<file path="src/rtl/gb_xact_engine.sv">
// Self-test ghostbus master: writes a generated pattern over an address walk, reads it back pipelined, and compares under a mask.
// Optional macro GB_XACT_LFSR_EN selects a 32-bit Galois LFSR pattern in place of the incrementing seed+i pattern.
module gb_xact_engine #(
    parameter int AW         = 24,
    parameter int DW         = 32,
    parameter int READ_DELAY = 3,
    parameter int CW         = 16,
    parameter int ERRW       = 16
) (
    input  logic            gb_clk,
    input  logic            gb_rst,
    input  logic            start,
    input  logic [1:0]      mode,
    input  logic [AW-1:0]   base_addr,
    input  logic [AW-1:0]   stride,
    input  logic [CW-1:0]   count,
    input  logic [DW-1:0]   seed,
    input  logic [DW-1:0]   mask,
    output logic            busy,
    output logic            done,
    output logic [ERRW-1:0] err_count,
    output logic [AW-1:0]   fail_addr,
    output logic [DW-1:0]   fail_exp,
    output logic [DW-1:0]   fail_got,
    output logic [AW-1:0]   gb_addr,
    output logic [DW-1:0]   gb_wdata,
    output logic            gb_wen,
    output logic            gb_rstb,
    input  logic [DW-1:0]   gb_rdata
);

`ifdef GB_XACT_LFSR_EN
    localparam int PW = 32;

    function automatic logic [PW-1:0] pat_init(input logic [DW-1:0] s);
        logic [31:0] s32;
        s32 = 32'(s);
        return (s32 == 32'd0) ? 32'd1 : s32;
    endfunction

    // Right-shifting Galois form of x^32+x^22+x^2+x+1
    function automatic logic [PW-1:0] pat_next(input logic [PW-1:0] p);
        return {1'b0, p[31:1]} ^ (p[0] ? 32'h8020_0003 : 32'd0);
    endfunction

    function automatic logic [DW-1:0] pat_word(input logic [PW-1:0] p);
        logic [DW-1:0] w;
        for (int b = 0; b < DW; b++) w[b] = p[b % 32];
        return w;
    endfunction
`else
    localparam int PW = DW;

    function automatic logic [PW-1:0] pat_init(input logic [DW-1:0] s);
        return s;
    endfunction

    function automatic logic [PW-1:0] pat_next(input logic [PW-1:0] p);
        return p + PW'(1);
    endfunction

    function automatic logic [DW-1:0] pat_word(input logic [PW-1:0] p);
        return p;
    endfunction
`endif

    typedef enum logic [2:0] {
        S_IDLE, S_WRITE, S_GAP, S_READ, S_DRAIN, S_DONE
    } state_t;

    state_t          state_q, state_d;
    logic [1:0]      mode_q;
    logic [AW-1:0]   base_q, stride_q, addr_q, addr_d;
    logic [CW-1:0]   count_q, idx_q, idx_d;
    logic [DW-1:0]   seed_q, mask_q;
    logic [PW-1:0]   pat_q, pat_d;
    logic [ERRW-1:0] err_q;
    logic [AW-1:0]   faddr_q;
    logic [DW-1:0]   fexp_q, fgot_q;

    // Expected-data pipe, aligned so its last stage meets gb_rdata
    logic [READ_DELAY-1:0] pv_q;
    logic [AW-1:0]         pa_q [READ_DELAY];
    logic [DW-1:0]         pe_q [READ_DELAY];

    logic accept, last, push, miss;
    logic [DW-1:0] got_m;

    assign last  = (idx_q == count_q - CW'(1));
    assign push  = (state_q == S_READ);
    assign got_m = gb_rdata & mask_q;
    assign miss  = pv_q[READ_DELAY-1] && (got_m != pe_q[READ_DELAY-1]);

    always_comb begin
        state_d = state_q;
        addr_d  = addr_q;
        pat_d   = pat_q;
        idx_d   = idx_q;
        accept  = 1'b0;
        case (state_q)
            S_IDLE: if (start) begin
                accept  = 1'b1;
                addr_d  = base_addr;
                pat_d   = pat_init(seed);
                idx_d   = '0;
                state_d = (mode[0] && count != '0) ? S_WRITE : S_GAP;
            end
            S_WRITE: begin
                if (last) begin
                    state_d = S_GAP;
                    addr_d  = base_q;
                    pat_d   = pat_init(seed_q);
                    idx_d   = '0;
                end else begin
                    addr_d = addr_q + stride_q;
                    pat_d  = pat_next(pat_q);
                    idx_d  = idx_q + CW'(1);
                end
            end
            S_GAP:   state_d = (mode_q[1] && count_q != '0) ? S_READ : S_DONE;
            S_READ: begin
                addr_d = addr_q + stride_q;
                pat_d  = pat_next(pat_q);
                idx_d  = idx_q + CW'(1);
                if (last) state_d = S_DRAIN;
            end
            S_DRAIN: if (pv_q == '0) state_d = S_DONE;
            S_DONE:  state_d = S_IDLE;
            default: state_d = S_IDLE;
        endcase
    end

    always_ff @(posedge gb_clk) begin
        if (gb_rst) begin
            state_q  <= S_IDLE;
            mode_q   <= '0;
            base_q   <= '0;
            stride_q <= '0;
            count_q  <= '0;
            seed_q   <= '0;
            mask_q   <= '0;
            addr_q   <= '0;
            pat_q    <= '0;
            idx_q    <= '0;
            err_q    <= '0;
            faddr_q  <= '0;
            fexp_q   <= '0;
            fgot_q   <= '0;
            pv_q     <= '0;
            for (int k = 0; k < READ_DELAY; k++) begin
                pa_q[k] <= '0;
                pe_q[k] <= '0;
            end
        end else begin
            state_q <= state_d;
            addr_q  <= addr_d;
            pat_q   <= pat_d;
            idx_q   <= idx_d;
            if (accept) begin
                mode_q   <= mode;
                base_q   <= base_addr;
                stride_q <= stride;
                count_q  <= count;
                seed_q   <= seed;
                mask_q   <= mask;
                err_q    <= '0;
                faddr_q  <= '0;
                fexp_q   <= '0;
                fgot_q   <= '0;
            end else if (miss) begin
                if (err_q != '1) err_q <= err_q + ERRW'(1);
                if (err_q == '0) begin
                    faddr_q <= pa_q[READ_DELAY-1];
                    fexp_q  <= pe_q[READ_DELAY-1];
                    fgot_q  <= got_m;
                end
            end
            for (int k = READ_DELAY - 1; k > 0; k--) begin
                pv_q[k] <= pv_q[k-1];
                pa_q[k] <= pa_q[k-1];
                pe_q[k] <= pe_q[k-1];
            end
            pv_q[0] <= push;
            pa_q[0] <= addr_q;
            pe_q[0] <= pat_word(pat_q) & mask_q;
        end
    end

    assign gb_wen    = (state_q == S_WRITE);
    assign gb_rstb   = (state_q == S_READ);
    assign gb_addr   = (gb_wen || gb_rstb) ? addr_q : '0;
    assign gb_wdata  = gb_wen ? pat_word(pat_q) : '0;
    assign busy      = (state_q != S_IDLE) && (state_q != S_DONE);
    assign done      = (state_q == S_DONE);
    assign err_count = err_q;
    assign fail_addr = faddr_q;
    assign fail_exp  = fexp_q;
    assign fail_got  = fgot_q;

endmodule

</file>
<file path="config.mk">
export PLATFORM = sky130hd
export DESIGN_NAME = gb_xact_engine
export DESIGN_NICKNAME = d
export VERILOG_FILES = /design/src/rtl/gb_xact_engine.sv
export SDC_FILE = /design/constraint.sdc
export NUM_CORES = 1
export LEC_CHECK = 0
export ABC_AREA = 1
export CAP_MARGIN = 20
export CELL_PAD_IN_SITES_DETAIL_PLACEMENT = 1
export CELL_PAD_IN_SITES_GLOBAL_PLACEMENT = 1
export CORE_MARGIN = 2
export CORE_UTILIZATION = 38
export CTS_CLUSTER_DIAMETER = 50
export DETAILED_ROUTE_END_ITERATION = 16
export PLACE_DENSITY_LB_ADDON = 0.1
export SLEW_MARGIN = 20
export SYNTH_ARGS = -nofsm -noshare
export SYNTH_HDL_FRONTEND = slang
export SYNTH_SLANG_ARGS = --single-unit
</file>
<file path="constraint.sdc">
create_clock -name gb_clk -period 2.6 [get_ports gb_clk]
set_clock_uncertainty 0.05 [all_clocks]
set_input_delay 0.39 -clock gb_clk [delete_from_list [all_inputs] [get_ports gb_clk]]
set_output_delay 0.39 -clock gb_clk [all_outputs]
set_load 0.05 [all_outputs]
</file>
# == Word-level counts from Yosys, hierarchy flattened ==
# Memory sizes are Yosys's and may differ from the RTL's. A register that Yosys moved wholly into a read port is not among the register bits.
# Cells that the tools add are included.
# classes
addsub,5
eq_ne,13
n_mux,29
bitwise_logic,8
reduce_logical,17
# ops
operator,n
32-bit two-way mux,6
24-bit two-way mux,6
32-bit one-hot mux with 3 select lines,1
24-bit one-hot mux with 3 select lines,1
32-bit bitwise AND,2
16-bit one-hot mux with 3 select lines,1
"16-bit by 1-bit adder with 16-bit output, second input constant",2
"32-bit by 1-bit adder with 32-bit output, second input constant",1
16-bit two-way mux,2
32-bit inequality test,1
16-bit nonzero test,2
24-bit adder,1
16-bit equality test,1
16-bit zero test,1
"16-bit inequality test, second input constant",1
"16-bit by 1-bit subtractor with 16-bit output, second input constant",1
3-bit two-way mux,5
3-bit one-hot mux with 5 select lines,1
"3-bit by 2-bit equality test with 1-bit output, second input constant",2
"3-bit equality test, second input constant",2
3-bit zero test,2
1-bit bitwise OR,6
2-bit AND reduction,3
3-bit nonzero test,2
other kinds (10),19
# word_totals
mem_count,2
ff_bits,288
ram_bits,168
# memory_table
memory,depth,width,rd,rd_ports_with_merged_regs,write_ports,line_no,rtl
pe_q,3,32,3,0,3,84,logic [DW-1:0] pe_q [READ_DELAY];
pa_q,3,24,3,1,3,83,logic [AW-1:0] pa_q [READ_DELAY];

# == Longest topological paths before layout ==
# Gate-level depths: netlist (run 1).
# logic_depth
word_depth,5
depth_mapped,16
ltp_nobuf,16

# == Worst setup path after synthesis (run 1) ==
# No wires, ideal clock.
# synth_path
kind,register -> output
start,reg state_q[0]
end,out gb_wdata[21]
required_ns,2.160
arrival_ns,2.199
stages_incl_launch_ff,9
slack_ns,-0.039
cell_sequence,dfxtp_1 -> inv_1 -> nor2_2 -> inv_1 -> nor2_1 -> inv_1 -> clkbuf_1 -> buf_1 -> nor2_1
# synth_between
elab_chain_cells,2
# synth_lines
item,line_no,rtl
start: declaration,71,"state_t state_q, state_d;"
start signal: assignment,155,state_q <= state_d;
3-bit by 1-bit equality test with 1-bit output,189,assign gb_wen = (state_q == S_WRITE);
32-bit two-way mux,192,assign gb_wdata = gb_wen ? pat_word(pat_q) : '0;
end: declaration,26,"output logic [DW-1:0] gb_wdata,"
# Every way passes these cells.

# == Worst setup path after layout (run 1) ==
# layout_path
start,reg state_q[0]
end,out gb_wdata[25]
# Same word-level chain as after synthesis.

==> results of run 1 <==
[metal layers]
layer	share of wire	global-route usage
met1	0.45	0.322
met5	0.00018	0
met4	0.022	0.0655
met2	0.48	0.428
met3	0.045	0.0461
[state kept, by name (all words and copies together), names as in the netlist, 32 cells and up]
| register | flops |
|---|---|
| fail_got | 32 |
| pa_q | 72 |
| pat_q | 32 |
| pe_q | 96 |
| seed_q | 32 |
| fail_exp | 32 |
| mask_q | 32 |
[power by group]
| group | switching [mW] | total (mW) | internal (mW) | leakage (nW) |
|---|---|---|---|---|
| clock | 3.45 | 8.69 | 5.24 | 0.989 |
| combinational | 6.44 | 9.78 | 3.34 | 6.42 |
| sequential | 0.951 | 9.43 | 8.48 | 3.90 |
| total | 10.8 | 27.9 | 17.1 | 11.3 |
[kinds of logic (layout without fill, tap and decap cells)]
kind of cell | count (synthesis) | in the layout | share of synthesized area
buf+inv | 657 | 1012 | 0.118
fa+ha+maj | 29 | 29 | 0.0172
flops | 479 | 479 | 0.446
simple gates | 1099 | 1099 | 0.215
other cells | 0 | 2 | 0
compound gates | 644 | 644 | 0.159
xor+xnor | 109 | 109 | 0.0444
[area by class of cell]
| cell class | instances | area (µm²) |
|---|---|---|
| diodes | 2 | 5.00 |
| clock buffers | 74 | 1660 |
| clock inverters | 35 | 433 |
| fillers | 6991 | 27500 |
| inverters | 510 | 1920 |
| multi-input cells | 1881 | 9500 |
| flip-flops and latches | 479 | 9590 |
| well taps | 756 | 946 |
| repair buffers | 393 | 4600 |
[through the flow]
| stage | instance area (µm²) | power [mW] | utilization | cells |
|---|---|---|---|---|
| after CTS | 28600 | 28.0 | 0.509 | 4127 |
| after detailed placement | 26500 | 19.2 | 0.471 | 4018 |
| after floorplan | 21500 | 15.4 | - | 3017 |
| after global routing | 28700 | 29.6 | 0.510 | 4130 |
| final | 28700 | 27.9 | 0.510 | 4130 |
| after global placement | 26500 | 18.9 | 0.471 | 4018 |
[worst max-delay path, stage by stage, from the launching register on]
cell,delay [ns]
dfxtp_1,0.35
inv_1,0.09
nor2_2,0.12
inv_2,0.08
nor2_4,0.14
inv_1,0.08
buf_12,0.19
nor2_1,0.24
buf_12,0.18
[cell usage after synthesis (all sizes together) (25+ instances only)]
| master | n | area [µm²] |
|---|---|---|
| inv | 508 | 1910 |
| dfxtp | 479 | 9590 |
| nand2 | 463 | 1770 |
| nor2 | 401 | 1570 |
| a21oi | 317 | 1680 |
| o21ai | 283 | 1420 |
| nand3 | 124 | 638 |
| clkbuf | 112 | 422 |
| xor2 | 72 | 631 |
| nor3 | 65 | 350 |
| xnor2 | 37 | 324 |
| buf | 35 | 208 |
| ha | 28 | 350 |
| nand4 | 25 | 171 |
[repair_timing]
item | in CTS | in global routing
endpoints found under the setup margin | 16 | 91
pin swaps | 0 | 2
buffers inserted | 0 | 1
hold buffers | 0 | 0
gates resized for setup | 13 | 27
[worst max-delay path by stage]
stage                       from      endpoint  slack, ns  depth (start not counted)
finish                state_q[0]  gb_wdata[25]       0.05                          8
global route          state_q[0]  gb_wdata[31]      -0.05                          8
CTS                   state_q[0]   gb_wdata[8]      -0.08                          8
detailed placement  gb_rdata[19]  fail_got[11]      -0.15                         14
global placement    gb_rdata[12]   fail_exp[8]     -0.008                         13
floorplan             state_q[0]  gb_wdata[21]      -0.04                          8
==> metrics, run 1 <==
Final nets 3520; worst reg2reg path endpoint addr_q[23]; Worst Tran Pin Value 0.699 ns; crit path DAT approximately 2.1 ns; Async SR Flop Fraction 0; DP Wirelength roughly 55000 µm; Synth Cell Area around 0.022 mm²; number of remaining DRC errors 0; CP endpoint kind output pin; total number of H-tree levels 2; Vert. Die Dim approximately 240 µm; Die W 242 µm; final hold vios 0; clk_lat worst skew between 0.6 and 0.7 ns; initial antenna violation count 4; worst-case reg-to-reg path depth 13; Worst Hold Launch gb_rst; Rows 87; leakage power around 11 nW; synth unique cells a little under 50; Top FF cell, synth dfxtp_1; vias in the first global route 21300; Synthesized Nets between 3000 and 4000; Synth Instances 3017; Remaining Overflow, GRT 0; Vias/cell about 4.9; Peak Freq 0.393 GHz; Max Cap Viol 0; Max rail drop VDD 0.600 mV; Final min period between 2 and 3 ns; Sinks on Clock Net 479; routability cong. 0.890; RSZ-0062 raised after global routing yes; first-pass GRT wire length between 100000 and 150000 µm; FF-to-FF setup slack about 0.090 ns; hold-critical path depth 2; CP Class flop to output pin; drt first pass iters 5; core area 0.0562 mm²; Starting Density 0.383; DRT iter0 DRCs 1021; largest net degree at the start of global routing 143; status complete, no violations; Port Buffers approximately 330; Top-Level Pins 329; most frequent cells in the layout inv_1 (502), dfxtp_1 (479), nand2_1 (454); RR Startpoint stride_q[2]; Rel. slew slack 0.534; CTS Buf Count between 60 and 70; Pwr Density roughly 970 mW/mm²; endpoints failing setup 0; mean post-synth cell area 7.13 µm²; total track usage 0.250; DR WL/cell 18.0 µm; CTS max path bufs 3; most common cell after layout, fill and taps aside inv_1; Hold Path Class input port to flop; CP Max Fanout 40; post-route ant nets 0; Worst Hold End pe_q[0][95]; Worst Slack Setup Final 0.0528 ns; TNS Setup 0 ns; Synth-to-Final Area Change 33.2%; fraction of layout cells with a size suffix above 1 0.0961; Syn. warnings 0; root buffer cell clkbuf_16; DIE AREA about 0.059 mm²; CTS tree done; sequential cell area fraction in the yosys report 0.446; Clock Pin Slew Worst Setup and Hold Paths roughly 0.06 ns; WHS between 0.05 and 0.06 ns; total wire length approximately 74000 µm; final period utilization 0.980; via count just over 20000; Seq cells post-synth about 480; Max Transition Viols Final 0; dpl ws -0.154 ns; number of synthesized flops with an enable pin 0; CP required 2.16 ns; critical path startpoint category flop
(Power assumes the default switching activity.)
==> inputs of run 2 (changes only) <==
--- a/config.mk
+++ b/config.mk
@@ -6,11 +6,12 @@
 export NUM_CORES = 1
 export LEC_CHECK = 0
 export ABC_AREA = 1
+export ABC_CLOCK_PERIOD_IN_PS = 2600
 export CAP_MARGIN = 20
 export CELL_PAD_IN_SITES_DETAIL_PLACEMENT = 1
 export CELL_PAD_IN_SITES_GLOBAL_PLACEMENT = 1
 export CORE_MARGIN = 2
-export CORE_UTILIZATION = 38
+export CORE_UTILIZATION = 39
 export CTS_CLUSTER_DIAMETER = 50
 export DETAILED_ROUTE_END_ITERATION = 16
 export PLACE_DENSITY_LB_ADDON = 0.1
==> run 2 against run 1 <==
Against the previous run:
- sequential cell count unchanged
- global-route usage grew 0.48 points
- wire length decreased by 1.4%
- via count up 0.53%
- clock power decreased by 8.3%
- final area is 1.5% lower
- sequential share of layout area increased by 0.52 points
- first-iteration DRC count increased by 0.88%
- count of clock-buffer cells in the layout rose by 4
- cell count decreased by 1.6%
- critical path depth down 1
- die area is 2.5% lower
==> metrics, run 2 (same netlist as run 1, synthesis figures left out) <==
status complete, no violations; Power Total 27.1 mW; Hold Path Class input port to flop; initial antenna violation count 6; Worst Path Buf+Inv 4; Largest delay share family, worst path simple AND/OR/NAND/NOR gates; CP max stage cell dfxtp_1; DP Wirelength 54200 µm; root buffer cell clkbuf_16; Peak Freq 0.398 GHz; critical path startpoint category flop; most common cell after layout, fill and taps aside inv_1; crit-path most repeated cell buf_12; vias in the first global route 20900; routability cong. 0.872; Max Cap Viol 0; CP Class flop to output pin; Post-CTS Setup Bufs 0; Largest register FFs 96; CTS Buf Count slightly below 60; CP Cell Sequence nor2_2, inv_2, nor2_4, inv_1, buf_12, nor2_1, buf_12; largest net degree at the start of global routing 135; most frequent cells in the layout inv_1 (502), dfxtp_1 (479), nand2_1 (454); final core utilization 0.515; DR WL/cell roughly 18 µm; critical path's largest stage delay approximately 0.38 ns; Max Transition Viols Final 0; via count roughly 20000; endpoints failing setup 0; CP required 2.16 ns; Max rail drop VDD slightly above 0.5 mV; Most flops, register pe_q; Top-Level Pins 329; fraction of layout cells with a size suffix above 1 0.0879; DRT iter0 DRCs 1030; TNS Setup 0 ns; DIE AREA 0.0570 mm²; cts hold-fix bufs 0; total track usage 0.255; leakage power 11.2 nW; CP endpoint kind output pin; final period utilization 0.967; drt first pass iters 5; Synth-to-Final Area Change 31.2%; Vias/cell 5.01; first-pass GRT wire length 115000 µm; Worst Tran Pin Value 0.748 ns; Die W 239 µm; Port Buffers ~330; Regs by FF count pe_q: 96 flops, pa_q: 72 flops; Sinks on Clock Net around 480; clk_lat worst skew 0.62 ns; CTS tree done; number of remaining DRC errors 0; Remaining Overflow, GRT 0; Rel. slew slack 0.501; crit path DAT 2.08 ns; Final nets around 3500; total wire length 73200 µm; Final min period roughly 2.5 ns; CP Max Fanout 40; total number of H-tree levels 2; Rows 86; Clock Pin Slew Worst Setup and Hold Paths roughly 0.06 ns; Pwr Density a little under 1000 mW/mm²; Starting Density 0.393; core area 0.0548 mm²; CTS max path bufs 3; post-route ant nets 0; final hold vios 0; Vert. Die Dim 239 µm; Placed Cells incl. Taps 3956; Layout Cells excl Fill 4065
run 2: what timing repair did:
item | CTS | global route
resized for setup | 7 | 20
setup endpoints to repair | 7 | 62
pin swaps | 0 | 1
run 2: power by group:
part           leakage, nW  internal, mW  switching [mW]  total, mW
sequential            3.90          8.48           0.970       9.45
combinational         6.34          3.30            6.39       9.69
clock                0.916          4.67            3.30       7.97
total                 11.2          16.5            10.7       27.1
run 2: worst paths after layout:
check	startpoint	endpoint	slack, ns	depth (start not counted)
worst min register to register	pe_q[0][34]	pe_q[0][66]	0.35	2
worst max register to register	count_q[0]	pat_q[28]	0.19	14
worst max-delay path	state_q[2]	gb_wdata[6]	0.08	7
worst min-delay path	gb_rst	pe_q[0][47]	0.08	2
run 2: layout make-up:
class / count / area (µm²)
fillers: 6713 / 26600
flip-flops and latches: 479 / 9590
multi-input cells: 1881 / 9480
repair buffers: 382 / 4440
inverters: 510 / 1920
clock buffers: 78 / 1660
well taps: 704 / 881
clock inverters: 25 / 244
diodes: 6 / 15.0
run 2: through the flow:
stage,instance area [µm²],worst slack (ns),hold slack [ns]
after floorplan,21500,-0.0393,0.338
after global placement,26200,-0.129,0.340
after detailed placement,26200,-0.146,0.346
after CTS,28100,0.0117,0.0490
after global routing,28200,-0.00983,0.0795
final,28200,0.0848,0.0800
run 2: routing by layer:
layer / track usage / vias up / part of all wire
li1: - / 10100 / -
met1: 0.327 / 9741 / 0.44
met2: 0.436 / 439 / 0.48
met3: 0.0374 / 115 / 0.050
met4: 0.0871 / 0 / 0.028
met5: 0 / - / 0
==> inputs of run 3 (changes only) <==
--- a/config.mk
+++ b/config.mk
@@ -7,7 +7,6 @@
 export LEC_CHECK = 0
 export ABC_AREA = 1
 export ABC_CLOCK_PERIOD_IN_PS = 2600
-export CAP_MARGIN = 20
 export CELL_PAD_IN_SITES_DETAIL_PLACEMENT = 1
 export CELL_PAD_IN_SITES_GLOBAL_PLACEMENT = 1
 export CORE_MARGIN = 2
==> results of run 3 <==
Same layout as run 2: the final DEF is identical, and so are final timing and power.
